==> src/rtl/unidad_control_multiciclo.sv <==
// rtl/unidad_control_multiciclo.sv - multicycle MIPS control FSM (optional CTRL_PERF_COUNT_EN retired-instruction counter)
module unidad_control_multiciclo #(
    parameter int OPW  = 6,
    parameter int AOPW = 3
) (
    input  logic            clk,
    input  logic            rst_n,
    input  logic [OPW-1:0]  op_code,
    input  logic            zero,
    input  logic            mem_ready,
    output logic            pc_write,
    output logic            ir_write,
    output logic            i_or_d,
    output logic            mem_read,
    output logic            mem_write,
    output logic            mem_to_reg,
    output logic            reg_dst,
    output logic            reg_write,
    output logic            alu_src_a,
    output logic [1:0]      alu_src_b,
    output logic [AOPW-1:0] alu_op,
    output logic            pc_source,
    output logic            illegal_op,
    output logic [3:0]      state
`ifdef CTRL_PERF_COUNT_EN
    ,
    output logic [31:0]     instr_count
`endif
);

    typedef enum logic [3:0] {
        FETCH    = 4'd0,
        DECODE   = 4'd1,
        MEM_ADDR = 4'd2,
        MEM_RD   = 4'd3,
        MEM_WB   = 4'd4,
        MEM_WR   = 4'd5,
        EXEC_R   = 4'd6,
        R_WB     = 4'd7,
        BRANCH   = 4'd8,
        EXEC_I   = 4'd9,
        I_WB     = 4'd10,
        TRAP     = 4'd11
    } state_t;

    localparam logic [OPW-1:0] OP_RTYPE = 6'b000000;
    localparam logic [OPW-1:0] OP_LW    = 6'b100011;
    localparam logic [OPW-1:0] OP_SW    = 6'b101011;
    localparam logic [OPW-1:0] OP_BEQ   = 6'b000100;
    localparam logic [OPW-1:0] OP_ADDI  = 6'b001000;
    localparam logic [OPW-1:0] OP_ANDI  = 6'b001100;
    localparam logic [OPW-1:0] OP_SLTI  = 6'b001010;
    localparam logic [OPW-1:0] OP_ORI   = 6'b001101;

    localparam logic [AOPW-1:0] ALU_ADD   = 3'b000;
    localparam logic [AOPW-1:0] ALU_SUB   = 3'b001;
    localparam logic [AOPW-1:0] ALU_SLT   = 3'b010;
    localparam logic [AOPW-1:0] ALU_AND   = 3'b101;
    localparam logic [AOPW-1:0] ALU_OR    = 3'b110;
    localparam logic [AOPW-1:0] ALU_FUNCT = 3'b111;

    state_t          r_state;
    state_t          w_next;
    logic [AOPW-1:0] w_imm_alu_op;

    assign state = r_state;

    // Immediate-class ALU operation; IR is stable after FETCH so EXEC_I and I_WB agree.
    always_comb begin
        w_imm_alu_op = ALU_ADD;
        case (op_code)
            OP_ANDI: w_imm_alu_op = ALU_AND;
            OP_SLTI: w_imm_alu_op = ALU_SLT;
            OP_ORI:  w_imm_alu_op = ALU_OR;
            default: w_imm_alu_op = ALU_ADD;
        endcase
    end

    // State register; reset aborts any in-flight instruction.
    always_ff @(posedge clk or negedge rst_n) begin
        if (!rst_n) begin
            r_state <= FETCH;
        end else begin
            r_state <= w_next;
        end
    end

    // Next-state and Moore outputs; everything is forced low while reset is held.
    always_comb begin
        w_next     = r_state;
        pc_write   = 1'b0;
        ir_write   = 1'b0;
        i_or_d     = 1'b0;
        mem_read   = 1'b0;
        mem_write  = 1'b0;
        mem_to_reg = 1'b0;
        reg_dst    = 1'b0;
        reg_write  = 1'b0;
        alu_src_a  = 1'b0;
        alu_src_b  = 2'b00;
        alu_op     = ALU_ADD;
        pc_source  = 1'b0;
        illegal_op = 1'b0;
        case (r_state)
            FETCH: begin
                mem_read  = 1'b1;
                alu_src_b = 2'b01;
                ir_write  = mem_ready;
                pc_write  = mem_ready;
                if (mem_ready) w_next = DECODE;
            end
            DECODE: begin
                alu_src_b = 2'b11;
                case (op_code)
                    OP_RTYPE:                         w_next = EXEC_R;
                    OP_LW, OP_SW:                     w_next = MEM_ADDR;
                    OP_BEQ:                           w_next = BRANCH;
                    OP_ADDI, OP_ANDI, OP_SLTI, OP_ORI: w_next = EXEC_I;
                    default:                          w_next = TRAP;
                endcase
            end
            MEM_ADDR: begin
                alu_src_a = 1'b1;
                alu_src_b = 2'b10;
                w_next    = (op_code == OP_LW) ? MEM_RD : MEM_WR;
            end
            MEM_RD: begin
                mem_read = 1'b1;
                i_or_d   = 1'b1;
                if (mem_ready) w_next = MEM_WB;
            end
            MEM_WB: begin
                reg_write  = 1'b1;
                mem_to_reg = 1'b1;
                w_next     = FETCH;
            end
            MEM_WR: begin
                mem_write = 1'b1;
                i_or_d    = 1'b1;
                if (mem_ready) w_next = FETCH;
            end
            EXEC_R: begin
                alu_src_a = 1'b1;
                alu_op    = ALU_FUNCT;
                w_next    = R_WB;
            end
            R_WB: begin
                reg_write = 1'b1;
                reg_dst   = 1'b1;
                w_next    = FETCH;
            end
            BRANCH: begin
                alu_src_a = 1'b1;
                alu_op    = ALU_SUB;
                pc_source = 1'b1;
                pc_write  = zero;
                w_next    = FETCH;
            end
            EXEC_I: begin
                alu_src_a = 1'b1;
                alu_src_b = 2'b10;
                alu_op    = w_imm_alu_op;
                w_next    = I_WB;
            end
            I_WB: begin
                reg_write = 1'b1;
                alu_op    = w_imm_alu_op;
                w_next    = FETCH;
            end
            TRAP: begin
                illegal_op = 1'b1;
                w_next     = TRAP;
            end
            default: w_next = FETCH;
        endcase
        if (!rst_n) begin
            pc_write   = 1'b0;
            ir_write   = 1'b0;
            i_or_d     = 1'b0;
            mem_read   = 1'b0;
            mem_write  = 1'b0;
            mem_to_reg = 1'b0;
            reg_dst    = 1'b0;
            reg_write  = 1'b0;
            alu_src_a  = 1'b0;
            alu_src_b  = 2'b00;
            alu_op     = ALU_ADD;
            pc_source  = 1'b0;
            illegal_op = 1'b0;
        end
    end

`ifdef CTRL_PERF_COUNT_EN
    logic [31:0] r_instr_count;
    logic        w_retire;

    assign w_retire = (w_next == FETCH) &&
                      ((r_state == MEM_WB) || (r_state == MEM_WR) || (r_state == R_WB) ||
                       (r_state == BRANCH) || (r_state == I_WB));
    assign instr_count = r_instr_count;

    // Retired-instruction counter; wraps naturally at 32 bits.
    always_ff @(posedge clk or negedge rst_n) begin
        if (!rst_n) begin
            r_instr_count <= 32'd0;
        end else if (w_retire) begin
            r_instr_count <= r_instr_count + 32'd1;
        end
    end
`endif

endmodule

==> config.mk <==
export PLATFORM = sky130hd
export DESIGN_NAME = unidad_control_multiciclo
export DESIGN_NICKNAME = d
export VERILOG_FILES = /design/src/rtl/unidad_control_multiciclo.sv
export SDC_FILE = /design/constraint.sdc
export NUM_CORES = 1
export LEC_CHECK = 0
export ABC_AREA = 1
export ABC_CLOCK_PERIOD_IN_PS = 1400
export CORE_MARGIN = 2
export CORE_UTILIZATION = 30
export CTS_BUF_LIST = sky130_fd_sc_hd__clkbuf_8
export DETAILED_ROUTE_END_ITERATION = 10
export GPL_TIMING_DRIVEN = 0
export PLACE_DENSITY = 0.72
export SETUP_SLACK_MARGIN = 0.2
export SYNTH_ARGS = -nofsm -noshare
export SYNTH_HDL_FRONTEND = slang
export SYNTH_SLANG_ARGS = --single-unit
==> constraint.sdc <==
create_clock -name clk -period 1.4 [get_ports clk]
set_input_delay 0.28 -clock clk [delete_from_list [all_inputs] [get_ports clk]]
set_output_delay 0.28 -clock clk [all_outputs]
set_load 0.02 [all_outputs]
==> impl_metrics.env <==
export IMPL_status="finished, violations left"
export IMPL_violations="negative setup slack"
export IMPL_largest_register_ffs=4
export IMPL_ys_types=17
export IMPL_async_reset_ff_frac=1.00
export IMPL_drv_slew=0
export IMPL_yosysMostFrequentCell="nand2_1"
export IMPL_numPortBuffers=29
export IMPL_path_clk_slew_ps=30
export IMPL_setup_violations=16
export IMPL_gp_congestion=0.850
export IMPL_crit_type="reg -> out"
export IMPL_clock_root_buffer="clkbuf_8"
export IMPL_dp_hpwl_um=1520
export IMPL_rr_worst_depth=8
export IMPL_syn_num_nets=126
export IMPL_rsz0062_at_grt="yes"
export IMPL_syn_area_per_cell_um2=5.21
export IMPL_layout_drive_gt1_share=0.595
export IMPL_pwr_density_cell_mw_per_mm2=1830
export IMPL_pin_count=30
export IMPL_fin_worst_skew_ps=4.10
export IMPL_h_tree_depth=1
export IMPL_hp_class="in -> reg"
export IMPL_routed_wl_um=2640
export IMPL_regArea_um2=105
export IMPL_drc=0
export IMPL_finalHoldViolCount=0
export IMPL_critPathRequiredTime_ps=1120
export IMPL_antenna_found_initial=0
export IMPL_timing_fmax_ghz=0.556
export IMPL_grt_usage=0.207
export IMPL_syn_instance_count=116
export IMPL_yosysWarnings=0
export IMPL_multi_input_area_um2=621
export IMPL_stdcell_area_mm2=0.00139
export IMPL_drv_cap=0
export IMPL_die_y_um=48.9
export IMPL_numCtsBuffers=3
export IMPL_relSlewSlack=0.813
export IMPL_p_leak_uw=0.000693
export IMPL_synth_top_area_cell="nand2_1"
export IMPL_synth_edf_count=0
export IMPL_grt_overflow_total=0
export IMPL_final_nets=180
export IMPL_worstPathMaxFanout=6
export IMPL_start_util=0.314
export IMPL_synth_common_cells="30 x nand2_1, 21 x inv_1, 19 x nor2_1"
export IMPL_grt_pass1_wl_um=3870
export IMPL_first_pass_iters=4
export IMPL_cts_tree="built"
export IMPL_diodes=0
export IMPL_period_minus_slack_ps=1800
export IMPL_ir_worst_vdd_mv=1.23
export IMPL_dieArea_mm2=0.00239
export IMPL_startpoint_type="flop"
export IMPL_num_vias=967
export IMPL_holdPathStages=4
export IMPL_post_route_period_util=1.28
export IMPL_post_drt_wl_per_cell_um=13.5
export IMPL_std_cell_rows=16
export IMPL_whs_ps=489
export IMPL_endpoint_kind="output pin"
export IMPL_ant_nets=0
export IMPL_coreArea_mm2=0.00192
export IMPL_ys_top_cells_by_area="nand2_1 19%, dfrtp_1 17%, inv_1 13%"
export IMPL_ys_seq_area_frac=0.166
export IMPL_worst_pin_slew_ps=280
export IMPL_synth_ff_type="dfrtp_1"
export IMPL_synthDominantCellAreaShare=0.186
export IMPL_drt_iter0_markers=26
export IMPL_layout_setup_ws_ps=-398
export IMPL_clockBufferDepth=2
export IMPL_stdcell_count=195
export IMPL_synth_seq_cells=4
export IMPL_syn_cell_area_um2=604
export IMPL_arrival_ps=1520
export IMPL_grt_pass1_vias=883
export IMPL_clkSinkCount=4
export IMPL_power_total_uw=2540
export IMPL_viasPerCell=4.96
export IMPL_dp_cells=172
export IMPL_dieWidth_um=48.9
export IMPL_placed_area_mm2=0.00107
export IMPL_synthToLayoutAreaGrowth_pct=130
export IMPL_insertion_delay_ps=220
export IMPL_grt_start_max_net_pins=11
export IMPL_fill_cells=150
-- final cells by class --
type                    count  area share
well taps                  27      0.0243
flip-flops and latches      4      0.0757
plain buffers               1     0.00992
clock buffers               3      0.0298
repair buffers             49       0.342
multi-input cells          86       0.447
inverters                  25      0.0712
-- final timing paths --
kind                            startpoint        end  slack, ps
worst max-delay path              state[2]  alu_op[0]       -400
worst min-delay path            op_code[5]   state[3]        490
max in group asynchronous            rst_n   state[1]        610
min in group asynchronous            rst_n   state[2]        620
worst max register to register    state[0]   state[0]         30
worst min register to register    state[2]   state[3]        730
-- logic make-up (layout without fill, tap and decap cells) --
family	Yosys count	after routing	share of synthesized area
flops	4	4	0.166
simple gates	74	74	0.565
compound gates	12	12	0.108
buf+inv	26	78	0.161
-- per-stage QoR --
step | setup TNS [ps] | setup slack (ps) | util
finish | -4590 | -398 | 0.722
floorplan | -319 | -68.3 | -
global placement | -15180 | -1080 | 0.556
CTS | -3470 | -330 | 0.663
global route | -5590 | -469 | 0.722
detailed placement | -16180 | -1130 | 0.556
-- timing repair --
item                                    in CTS  in global routing
endpoints found under the setup margin      24                 22
endpoints found under the hold margin        2                  0
resized for setup                          129                 22
pin swaps                                    9                 11
hold buffers                                 2                  0
setup buffers                               11                  7
-- worst max-delay path, cell delays in order (launching register included) --
cell,delay (ps)
dfrtp_2,450
nor2_4,220
nand2_2,120
nand2_2,110
nand4_1,110
a21oi_2,160
buf_6,130
-- power breakdown --
part	switching [uW]	internal, uW	total (uW)
Clock	67.9	184	252
Sequential	102	179	281
Combinational	1090	917	2010
-- cells in the final DEF, fill, tap and decap left out, types with 3 or more instances in the layout --
master and n:
nand2_2 8, clkbuf_8 4, nand2_4 4, nand2_1 23, nor2_1 10, inv_1 13, clkbuf_2 3, nor2_4 13
nand4_1 4, dfrtp_2 4, inv_2 10, a21oi_2 3, nand3_1 7, buf_6 19, dlygate4sd2_1 4, buf_4 13
-- routing by layer --
metal	vias to the layer above	track usage	share of wire
li1	464	-	-
met1	468	0.230	0.40
met2	31	0.388	0.56
met3	4	0.0245	0.024
met4	0	0.0952	0.011
met5	-	0	0
No activity file was read; power rests on OpenSTA's default activity.
